File: config.mk
export PLATFORM = sky130hd
export DESIGN_NAME = cop0_irq_timer
export DESIGN_NICKNAME = d
export VERILOG_FILES = /design/src/rtl/cop0_irq_timer_pkg.sv /design/src/rtl/cop0_irq_timer_sync.sv /design/src/rtl/cop0_irq_timer.sv
export SDC_FILE = /design/constraint.sdc
export NUM_CORES = 1
export LEC_CHECK = 0
export CORE_MARGIN = 3
export CORE_UTILIZATION = 56
export DETAILED_ROUTE_END_ITERATION = 12
export PLACE_DENSITY = 0.87
export SLEW_MARGIN = 5
export SYNTH_ARGS = -nofsm -noshare
export SYNTH_HDL_FRONTEND = slang
export SYNTH_SLANG_ARGS = --single-unit
File: constraint.sdc
create_clock -name clk_i -period 6.2 [get_ports clk_i]
set_input_delay 0.62 -clock clk_i [delete_from_list [all_inputs] [get_ports clk_i]]
set_output_delay 0.62 -clock clk_i [all_outputs]
set_load 0.03 [all_outputs]
File: src/rtl/cop0_irq_timer_pkg.sv
// Shared coprocessor-0 constants for the interrupt/timer block: register
// addresses, Cause bit positions and the pending-interrupt priority encoder.
package cop0_info;

    localparam logic [4:0] RD_COUNT    = 5'd9;
    localparam logic [2:0] SEL_COUNT   = 3'd0;
    localparam logic [4:0] RD_COMPARE  = 5'd11;
    localparam logic [2:0] SEL_COMPARE = 3'd0;
    localparam logic [4:0] RD_STATUS   = 5'd12;
    localparam logic [2:0] SEL_STATUS  = 3'd0;
    localparam logic [4:0] RD_CAUSE    = 5'd13;
    localparam logic [2:0] SEL_CAUSE   = 3'd0;

    localparam int unsigned IDX_CAUSE_TI       = 30;
    localparam int unsigned IDX_CAUSE_IP_TIMER = 7;
    localparam int unsigned IDX_CAUSE_IP_SW_E  = 9;
    localparam int unsigned IDX_CAUSE_IP_SW_S  = 8;
    localparam int unsigned IDX_CAUSE_IP_HW_S  = 10;

    // Index of the highest set bit; bit 7 has the highest priority, 0 if none set.
    function automatic logic [2:0] highest_idx(input logic [7:0] vec);
        logic [2:0] idx;
        idx = 3'd0;
        for (int i = 0; i < 8; i++) begin
            if (vec[i]) begin
                idx = 3'(i);
            end
        end
        return idx;
    endfunction

endpackage

File: src/rtl/cop0_irq_timer_sync.sv
// Multi-stage synchroniser for a bundle of asynchronous level inputs.
module cop0_irq_sync #(
    parameter int unsigned WIDTH  = 6,
    parameter int unsigned STAGES = 2
) (
    input  logic             clk_i,
    input  logic             reset_i,
    input  logic [WIDTH-1:0] async_i,
    output logic [WIDTH-1:0] sync_o
);

    logic [STAGES-1:0][WIDTH-1:0] chain_q;

    // Shift the raw inputs through the flop chain; stage 0 samples the pins.
    always_ff @(posedge clk_i or posedge reset_i) begin
        if (reset_i) begin
            chain_q <= '0;
        end else begin
            chain_q <= {chain_q[STAGES-2:0], async_i};
        end
    end

    assign sync_o = chain_q[STAGES-1];

endmodule

File: src/rtl/cop0_irq_timer.sv
// Coprocessor-0 Count/Compare timer, Cause.IP/TI ownership and the registered,
// prioritised interrupt request handed to the exception unit.
module cop0_irq_timer
    import cop0_info::*;
#(
    parameter int unsigned HW_IRQ_NUM  = 6,
    parameter int unsigned COUNT_DIV   = 2,
    parameter int unsigned SYNC_STAGES = 2
) (
    input  logic                  clk_i,
    input  logic                  reset_i,
    input  logic [HW_IRQ_NUM-1:0] hw_irq_i,
    input  logic                  we_i,
    input  logic [4:0]            waddr_i,
    input  logic [2:0]            wsel_i,
    input  logic [31:0]           wdata_i,
    input  logic [4:0]            raddr_i,
    input  logic [2:0]            rsel_i,
    output logic [31:0]           rdata_o,
    output logic                  rhit_o,
    input  logic                  status_ie_i,
    input  logic                  status_exl_i,
    input  logic                  status_erl_i,
    input  logic [7:0]            status_im_i,
    input  logic                  cause_dc_i,
    output logic [7:0]            ip_o,
    output logic                  ti_o,
    output logic                  irq_req_o,
    output logic [2:0]            irq_idx_o
);

    localparam logic [3:0] DIV_LAST = 4'(COUNT_DIV - 1);

    logic [31:0]           count_q, count_d;
    logic [31:0]           compare_q, compare_d;
    logic [3:0]            presc_q, presc_d;
    logic                  ti_q, ti_d;
    logic [1:0]            ip_sw_q, ip_sw_d;
    logic                  irq_req_q, irq_req_d;
    logic [2:0]            irq_idx_q, irq_idx_d;

    logic [HW_IRQ_NUM-1:0] hw_sync_s;
    logic [5:0]            hw_pad_s;
    logic [7:0]            ip_s;
    logic [7:0]            pend_s;
    logic [31:0]           count_inc_s;
    logic                  tick_s;
    logic                  wr_count_s;
    logic                  wr_compare_s;
    logic                  wr_cause_s;

    cop0_irq_sync #(
        .WIDTH  (HW_IRQ_NUM),
        .STAGES (SYNC_STAGES)
    ) u_sync (
        .clk_i   (clk_i),
        .reset_i (reset_i),
        .async_i (hw_irq_i),
        .sync_o  (hw_sync_s)
    );

    assign wr_count_s   = we_i && (waddr_i == RD_COUNT)   && (wsel_i == SEL_COUNT);
    assign wr_compare_s = we_i && (waddr_i == RD_COMPARE) && (wsel_i == SEL_COMPARE);
    assign wr_cause_s   = we_i && (waddr_i == RD_CAUSE)   && (wsel_i == SEL_CAUSE);

    assign tick_s      = !cause_dc_i && (presc_q == DIV_LAST);
    assign count_inc_s = count_q + 32'd1;

    // Line 5 shares IP[7] with the timer; narrower configurations pad with zeros.
    assign hw_pad_s = 6'(hw_sync_s);
    assign ip_s     = {ti_q | hw_pad_s[5], hw_pad_s[4:0], ip_sw_q};
    assign pend_s   = ip_s & status_im_i;

    // Next-state logic for the prescaler, Count, Compare, TI and software IP bits.
    always_comb begin
        presc_d   = presc_q;
        count_d   = count_q;
        compare_d = compare_q;
        ti_d      = ti_q;
        ip_sw_d   = ip_sw_q;

        if (wr_count_s) begin
            presc_d = 4'd0;
            count_d = wdata_i;
        end else if (cause_dc_i) begin
            presc_d = presc_q;
        end else if (tick_s) begin
            presc_d = 4'd0;
            count_d = count_inc_s;
        end else begin
            presc_d = presc_q + 4'd1;
        end

        // Only a real increment can raise TI; a Compare write always clears it.
        if (wr_compare_s) begin
            compare_d = wdata_i;
            ti_d      = 1'b0;
        end else if (tick_s && !wr_count_s && (count_inc_s == compare_q)) begin
            ti_d = 1'b1;
        end else begin
            ti_d = ti_q;
        end

        if (wr_cause_s) begin
            ip_sw_d = wdata_i[IDX_CAUSE_IP_SW_E:IDX_CAUSE_IP_SW_S];
        end else begin
            ip_sw_d = ip_sw_q;
        end
    end

    // Request and index are computed from the current IP and Status each cycle.
    always_comb begin
        irq_req_d = status_ie_i && !status_exl_i && !status_erl_i && (|pend_s);
        irq_idx_d = highest_idx(pend_s);
    end

    // State registers, all returning to their reset values asynchronously.
    always_ff @(posedge clk_i or posedge reset_i) begin
        if (reset_i) begin
            count_q   <= 32'h0000_0000;
            compare_q <= 32'hFFFF_FFFF;
            presc_q   <= 4'd0;
            ti_q      <= 1'b0;
            ip_sw_q   <= 2'b00;
            irq_req_q <= 1'b0;
            irq_idx_q <= 3'd0;
        end else begin
            count_q   <= count_d;
            compare_q <= compare_d;
            presc_q   <= presc_d;
            ti_q      <= ti_d;
            ip_sw_q   <= ip_sw_d;
            irq_req_q <= irq_req_d;
            irq_idx_q <= irq_idx_d;
        end
    end

    // Read mux for the three owned addresses; everything else misses.
    always_comb begin
        rdata_o = 32'h0000_0000;
        rhit_o  = 1'b0;
        case ({raddr_i, rsel_i})
            {RD_COUNT, SEL_COUNT}: begin
                rdata_o = count_q;
                rhit_o  = 1'b1;
            end
            {RD_COMPARE, SEL_COMPARE}: begin
                rdata_o = compare_q;
                rhit_o  = 1'b1;
            end
            {RD_CAUSE, SEL_CAUSE}: begin
                rdata_o[IDX_CAUSE_TI]              = ti_q;
                rdata_o[IDX_CAUSE_IP_SW_S +: 8]    = ip_s;
                rhit_o                             = 1'b1;
            end
            default: begin
                rdata_o = 32'h0000_0000;
                rhit_o  = 1'b0;
            end
        endcase
    end

    assign ip_o      = ip_s;
    assign ti_o      = ti_q;
    assign irq_req_o = irq_req_q;
    assign irq_idx_o = irq_idx_q;

endmodule

==> results.tsv, run 1 <==
stage	metric	value	unit
synthesis	synth_top_area_frac	0.256	
clocking	holdBufCountCts	0	
die	core.rowCount	35	
drt	drt_iter0_drc	351	
power_and_ir_drop	pwr-share-seq	0.495	
drt	firstDrtPassIters	5	
drt	final_antenna_net_count	0	
placed_design	port-buffer-count	114	
clocking	cts.sinks	87	
clocking	clkLatencyLatePin	0.37	ns
layout	mostFrequentLayoutCells	clkdlybuf4s50_1 (114), nor2_1 (80), dfrtp_1 (55)	
synthesis	synth_warnings	0	
timing	rsz0062_at_grt	false	
synthesis	synthArstFlopShare	1.00	
global_route	grt_util_all_layers	0.270	
drt	via_per_inst	5.96	
power_and_ir_drop	p_int	984	uW
critical_path	cp.arrival	3.29	ns
critical_path	cp_slowest_cell	clkdlybuf4s50_1	
power_and_ir_drop	comb_power_share	0.221	
critical_path	crit_chain	clkdlybuf4s50_1 > nor4b_1 > nand3b_1 > nor3b_2 > buf_4 > a22o_1 > clkdlybuf4s50_1	
die	die-area	0.0108	mm^2
critical_path	reg2reg_slack	3.09	ns
layout	nets	725	
clocking	cts_setup_buffers	0	
clocking	numCtsBuffers	9	
power_and_ir_drop	clkPwrFrac	0.284	
synthesis	syn_area	0.00538	mm^2
critical_path	critical_path.max_fanout	23	
timing	hold_viol	0	
synthesis	synth_edf_count	0	
timing	fin_crit	3.91	ns
placed_design	globalplace.congestion	0.904	
drt	wl	14600	um
global_route	grt_pass1_vias	4764	
critical_path	start_kind	primary input	
job	cap_violations	0	
critical_path	required	5.58	ns
clocking	clk_path_buf_depth	2	
layout	layout_commonest_cell	clkdlybuf4s50_1	
layout	layout-drive-gt1-share	0.163	
clocking	ctsResizeCount	0	
synthesis	synth_fp_nets	638	
layout	area_growth	25.3	%
power_and_ir_drop	switching_share	0.322	
clocking	htreeDepth	3	
synthesis	synth_cell_type_count	55	
drt	num_vias	4690	
synthesis	yosys_register_bits	87	
global_route	grt_overflow	0	
synthesis	avgSynthCellArea	9.50	um^2
power_and_ir_drop	vdd.ir_drop.worst	0.117	mV
die	dieWidth	104	um
critical_path	crit_top_cell	clkdlybuf4s50_1	
timing	slew_headroom	0.249	
drt	wire_per_inst	18.5	um
timing	finalSetupViolations	0	
placed_design	dp_hpwl	10100	um
global_route	grt_antenna_before_repair	0	
timing	drv_slew	0	
die	ioPinCount	115	
power_and_ir_drop	pwr_density_cell	215	mW/mm^2
die	die_h	104	um
clocking	path_clk_slew	0.09	ns
die	core_area	0.00928	mm^2
synthesis	synth_area_leaders	dfrtp_1 (26%), dfstp_2 (16%), xnor2_1 (8.1%)	
timing	max_freq	256	MHz
critical_path	max_stage_delay	0.67	ns
synthesis	synth_ff_type	dfrtp_1	
critical_path	critical_path_class	in2out	
drt	drc	0	
global_route	grt_first_pass_wirelength	23900	um
clocking	cts_root_buf	clkbuf_8	
timing	worst_pin_slew	1.12	ns
timing	setup_tns	0	ns
power_and_ir_drop	power_switching	467	uW
global_route	grt_max_degree	88	
min_path	holdCritPathClass	reg2reg	
timing	fin_crit_sh	0.631	
synthesis	yosys.area.top_type	dfrtp_1	
power_and_ir_drop	p_leak	0.00264	uW
die	start_util	0.579	
synthesis	synth_cells	566	
critical_path	worst_setup_path_end_kind	output port	
synthesis	seq_area_frac_synth	0.412	
run_status	status	completed	
layout	fin_util	0.726	
layout	num_antenna_cells	0	
clocking	cts_tree	done	
timing	fin_skew	0.00516	ns
[sequential cells by signal, summed over array words and instances, names as in the netlist]
name	cells
compare_q	32
count_q	32
u_sync.chain_q	6
u_sync.sync_o	6
presc_q	4
irq_idx_o	3
ip_sw_q	2
irq_req_o	1
ti_o	1
[stage by stage]
| stage | cell area (um^2) | std cells | power (uW) | hold WS, ns | setup WS (ns) |
|---|---|---|---|---|---|
| finish | 6740 | 787 | 1450 | 0.355 | 2.29 |
| global route | 6740 | 787 | 1520 | 0.361 | 2.15 |
| floorplan | 5380 | 566 | 922 | 0.331 | 3.38 |
| detailed placement | 6540 | 771 | 1040 | 0.335 | 2.34 |
| CTS | 6740 | 787 | 1450 | 0.356 | 2.31 |
| global placement | 6540 | 771 | 1020 | 0.334 | 2.42 |
[power by group through the flow]
stage / registers (uW) / clock network [uW] / logic (uW)
floorplan: 689 / 0 / 234
global placement: 720 / 0 / 303
detailed placement: 725 / 0 / 316
CTS: 715 / 416 / 319
global route: 728 / 442 / 349
finish: 718 / 413 / 321
[path summary, 6_finish.rpt]
path / from / endpoint / depth (start not counted)
worst max-delay path: rsel_i[1] / rdata_o[20] / 7
min in group asynchronous: reset_i / irq_idx_o[2] / 3
worst min register to register: u_sync.chain_q[0] / u_sync.sync_o[0] / 0
max in group asynchronous: reset_i / count_q[15] / 3
worst min-delay path: u_sync.chain_q[0] / u_sync.sync_o[0] / 0
worst max register to register: count_q[3] / ti_o / 7
[logic make-up after synthesis]
group	count (synthesis)	synth area share
xor+xnor	78	0.127
buf+inv	48	0.0405
compound gates	97	0.118
flops	87	0.412
fa+ha+maj	3	0.00698
simple gates	208	0.203
mux	45	0.0917
[critical path, delay by kind of cell]
family,cells,cell delay (ns)
buffers and inverters,3,1.42
AND/OR/NAND/NOR,3,1.04
AO/OA/AOI/OAI,1,0.21
[synth_stat cells, types with 16 or more instances]
cell type and n:
xor2_1 28, nand2_1 22, a21oi_1 52, a22o_1 24, clkbuf_1 25, nor2_1 80
xnor2_1 50, nand4_1 16, dfstp_2 32, nand3_1 17, mux2_2 34, dfrtp_1 55
[final cells by class]
type                       instances  area [um^2]
clock buffer                       9          124
multi-input combinational        431         2960
sequential                        87         2220
fill                             701         2550
timing repair buffer             119         1180
clock inverter                     7         78.8
inverter                           5         20.0
tap                              129          161
[per-layer routing]
layer	up-vias	wire length, um	global-route usage
met3	31	896	0.0459
met1	2288	5990	0.346
met2	196	7310	0.458
li1	2175	-	-
met5	-	0	0
met4	0	365	0.103
(Power assumes the default switching activity.)
==> run 2: changes to the inputs <==
- CORE_UTILIZATION: 56 -> 47
- PLACE_DENSITY: 0.87 -> 0.78
- clock period: 6.2 -> 3.1 ns (I/O delays scaled with it)
==> results.tsv, run 2 (synthesized netlist as in run 1, its figures left out) <==
stage	metric	value	unit
clocking	holdBufCountCts	0	
critical_path	critPathBufInv	2	
min_path	whs_path_depth	0	
clocking	cts_root_buf	clkbuf_16	
layout	final_cell_area	0.00707	mm^2
critical_path	max_stage_delay	0.70	ns
critical_path	cp.arrival	2.38	ns
critical_path	required	2.79	ns
timing	fin_crit_sh	0.869	
power_and_ir_drop	p_leak	0.00286	uW
timing	slew_headroom	0.556	
run_status	status	completed	
clocking	numCtsBuffers	9	
drt	final_antenna_net_count	0	
layout	layout-drive-gt1-share	0.215	
placed_design	port-buffer-count	114	
die	die-area	0.0128	mm^2
global_route	grt_max_degree	57	
layout	reg_top3	compare_q: 32 flops, count_q: 32 flops	
layout	fin_util	0.641	
layout	num_antenna_cells	0	
critical_path	r2r_cells	7	
clocking	clk_path_buf_depth	2	
die	ioPinCount	115	
placed_design	dpl_cell_area	0.00672	mm^2
die	core_area	0.0110	mm^2
clocking	path_clk_slew	0.06	ns
timing	hold_viol	0	
timing	fin_skew	0.00578	ns
critical_path	reg2reg_slack	0.46	ns
power_and_ir_drop	pwr_density_cell	478	mW/mm^2
critical_path	critical_path_class	in2out	
drt	drt_iter0_drc	449	
job	cap_violations	0	
drt	wl	15000	um
layout	layout_commonest_cell	clkdlybuf4s50_1	
placed_design	globalplace.congestion	0.911	
die	core.rowCount	38	
timing	drv_slew	0	
min_path	worstHoldStart	u_sync.chain_q[5]	
clocking	clkLatencyLatePin	0.35	ns
min_path	holdCritPathClass	reg2reg	
timing	max_freq	371	MHz
drt	via_per_inst	5.90	
critical_path	r2r-start	count_q[3]	
timing	setup_tns	0	ns
power_and_ir_drop	finalPower	3380	uW
critical_path	crit_chain	clkdlybuf4s50_1 > nor4b_1 > nand3b_1 > a21oi_1 > clkdlybuf4s50_1	
critical_path	start_kind	primary input	
layout	mostFrequentLayoutCells	clkdlybuf4s50_1 (91), nor2_1 (80), dfrtp_1 (55)	
clocking	cts_setup_buffers	0	
drt	firstDrtPassIters	6	
clocking	cts_tree	done	
global_route	grt_first_pass_wirelength	24500	um
global_route	grt_util_all_layers	0.239	
clocking	cts.sinks	87	
power_and_ir_drop	vdd.ir_drop.worst	0.284	mV
critical_path	worst_setup_path_end_kind	output port	
clocking	htreeDepth	3	
timing	rsz0062_at_grt	false	
die	dieWidth	113	um
timing	finalSetupViolations	0	
min_path	holdPathEnd	u_sync.sync_o[5]	
timing	hold_slack	0.348	ns
clocking	ctsResizeCount	0	
layout	area_growth	31.5	%
global_route	grt_overflow	0	
critical_path	r2r_end	ti_o	
drt	wire_per_inst	18.5	um
critical_path	cp_slowest_cell	clkdlybuf4s50_1	
die	die_h	113	um
placed_design	dp_hpwl	10900	um
timing	worst_pin_slew	0.662	ns
critical_path	critical_path.max_fanout	12	
global_route	grt_pass1_vias	4884	
timing	fin_crit	2.69	ns
drt	drc	0	
global_route	grt_antenna_before_repair	0	
drt	num_vias	4799	
die	start_util	0.487	
layout	nets	740	
critical_path	cp_top_family	buffers and inverters	
critical_path	crit_top_cell	clkdlybuf4s50_1	
==> run 2: worst max-delay path by stage <==
stage,cells past startpoint,startpoint,end,slack (ns)
3_5_place_dp,5,rsel_i[1],rhit_o,0.40
3_3_place_gp,7,cause_dc_i,ti_o,0.42
6_report,5,rsel_i[1],rhit_o,0.41
2_1_floorplan,1,reset_i,count_q[0],0.59
5_1_grt,7,rsel_i[1],rdata_o[26],0.22
4_1_cts,5,rsel_i[1],rhit_o,0.40
==> run 2: final cells by class <==
type | count | area (um^2)
Clock buffer | 9 | 225
Clock inverter | 7 | 126
Fill cell | 904 | 3960
Inverter | 5 | 20.0
Multi-Input combinational cell | 431 | 2960
Sequential cell | 87 | 2220
Tap cell | 140 | 175
Timing Repair Buffer | 134 | 1350
==> run 2: stage by stage <==
step,cells,setup slack [ns]
after floorplan,566,0.593
after global placement,797,0.419
after detailed placement,797,0.395
after CTS,813,0.400
after global routing,813,0.220
final,813,0.406
==> run 2: per-layer routing <==
| metal | routed length (um) | track usage |
|---|---|---|
| met1 | 6310 | 0.319 |
| met2 | 7270 | 0.387 |
| met3 | 1090 | 0.0465 |
| met4 | 360 | 0.0897 |
| met5 | 0 | 0 |
==> run 2: power by group <==
part	switching, uW	internal (uW)
sequential	168	1260
clock	480	799
combinational	333	339
total	982	2400
==> run 3: changes to the inputs <==
- CORE_ASPECT_RATIO: unset -> 0.6
==> results.tsv, run 3 (synthesized netlist as in run 1, its figures left out) <==
stage	metric	value	unit
drt	final_antenna_net_count	0	
critical_path	crit_chain	inv_1 > ha_1 > or4b_2 > nor4_1 > nand4_1 > a2111oi_0 > nand4_1 > o31ai_2	
clocking	holdBufCountCts	0	
timing	fin_crit	2.72	ns
layout	reg_top3	compare_q: 32 flops, count_q: 32 flops	
timing	setup_slack	0.382	ns
layout	num_antenna_cells	0	
timing	worst_pin_slew	0.702	ns
placed_design	dpl_cell_area	0.00675	mm^2
power_and_ir_drop	finalPower	3220	uW
timing	max_freq	368	MHz
clocking	cts_setup_buffers	0	
clocking	clkLatencyLatePin	0.35	ns
layout	mostFrequentLayoutCells	clkdlybuf4s50_1 (91), nor2_1 (80), dfrtp_1 (55)	
critical_path	max_stage_delay	0.63	ns
die	core_area	0.0108	mm^2
layout	nets	740	
critical_path	required	3.36	ns
timing	hold_viol	0	
drt	drc	0	
critical_path	cp_slowest_cell	or4b_2	
global_route	grt_first_pass_wirelength	24200	um
placed_design	dp_hpwl	10900	um
clocking	htreeDepth	3	
timing	fin_skew	0.00603	ns
min_path	holdCritPathClass	reg2reg	
critical_path	reg2reg_slack	0.38	ns
drt	wl	15100	um
power_and_ir_drop	p_leak	0.00285	uW
layout	layout_commonest_cell	clkdlybuf4s50_1	
die	dieWidth	144	um
die	die_h	88.8	um
job	cap_violations	0	
placed_design	port-buffer-count	114	
clocking	cts.sinks	87	
drt	wire_per_inst	18.6	um
timing	drv_slew	0	
global_route	grt_pass1_vias	4696	
critical_path	cp.arrival	2.97	ns
critical_path	worst_setup_path_end_kind	flip-flop	
run_status	status	completed	
global_route	grt_overflow	0	
global_route	grt_util_all_layers	0.243	
layout	layout-drive-gt1-share	0.214	
die	die-area	0.0128	mm^2
timing	slew_headroom	0.528	
die	ioPinCount	115	
clocking	cts_tree	done	
layout	area_growth	31.3	%
critical_path	start_kind	flip-flop	
layout	final_cell_area	0.00706	mm^2
timing	rsz0062_at_grt	false	
drt	num_vias	4793	
placed_design	globalplace.congestion	0.926	
critical_path	crit_top_cell	nand4_1	
clocking	ctsResizeCount	0	
global_route	grt_antenna_before_repair	0	
clocking	path_clk_slew	0.07	ns
drt	via_per_inst	5.90	
clocking	cts_root_buf	clkbuf_16	
power_and_ir_drop	pwr_density_cell	456	mW/mm^2
layout	fin_util	0.650	
global_route	grt_max_degree	57	
timing	setup_tns	0	ns
critical_path	critical_path_class	reg2reg	
critical_path	critical_path.max_fanout	4	
drt	firstDrtPassIters	5	
die	core.rowCount	29	
clocking	clk_path_buf_depth	2	
clocking	numCtsBuffers	9	
drt	drt_iter0_drc	341	
timing	fin_crit_sh	0.877	
placed_design	pre_cts_slack	0.307	ns
timing	finalSetupViolations	0	
die	start_util	0.495	
power_and_ir_drop	vdd.ir_drop.worst	0.277	mV
## run 3: changes by cell type in the layout (fill, tap and decap cells not counted)
cell,before,now
clkinv_2,1,2
buf_4,34,31
bufinv_16,3,1
or3_2,3,2
clkinv_4,0,2
or3_1,3,4
inv_6,2,3
inv_8,1,0
clkinvlp_4,1,0
buf_12,9,12
## run 3: path summary, 6_finish.rpt
check | startpoint | to | cells past startpoint
setup / recovery | presc_q[1] | ti_o | 8
hold / removal | u_sync.chain_q[1] | u_sync.sync_o[1] | 0
setup reg to reg | presc_q[1] | ti_o | 8
hold reg to reg | u_sync.chain_q[1] | u_sync.sync_o[1] | 0
max in group asynchronous | reset_i | compare_q[9] | 3
min in group asynchronous | reset_i | presc_q[1] | 2
## run 3: report_power, final
part           total, uW  leakage, uW  internal (uW)  switching (uW)
Clock               1110     0.000151            635             480
Sequential          1430      0.00103           1260             171
Combinational        673      0.00167            341             332
## run 3: layer usage
| layer | GRT usage | up-vias | wire length [um] |
|---|---|---|---|
| met5 | 0 | - | 0 |
| met4 | 0.0547 | 0 | 189 |
| met3 | 0.0562 | 22 | 1020 |
| met2 | 0.360 | 187 | 6730 |
| met1 | 0.362 | 2371 | 7150 |
| li1 | - | 2213 | - |
## run 3: critical path: cells and delay by family, from the launching register on
kind	cells	cell delay [ns]
AOI/OAI and AO/OA	2	0.65
and+or+nand+nor	4	1.31
DFF	1	0.42
buffers and inverters	1	0.07
adders and majority gates	1	0.16
## run 3: layout make-up
| type | count | area [um^2] |
|---|---|---|
| repair buffers | 134 | 1380 |
| multi-input cells | 431 | 2960 |
| fillers | 885 | 3790 |
| clock buffers | 9 | 225 |
| clock inverters | 7 | 78.8 |
| flip-flops and latches | 87 | 2220 |
| inverters | 5 | 20.0 |
| well taps | 139 | 174 |
## run 3: per-stage QoR
stage          hold slack, ns  std cells
2_1_floorplan           0.331        566
3_3_place_gp            0.333        796
4_1_cts                 0.351        812
3_5_place_dp            0.337        796
6_report                0.352        812
5_1_grt                 0.367        812
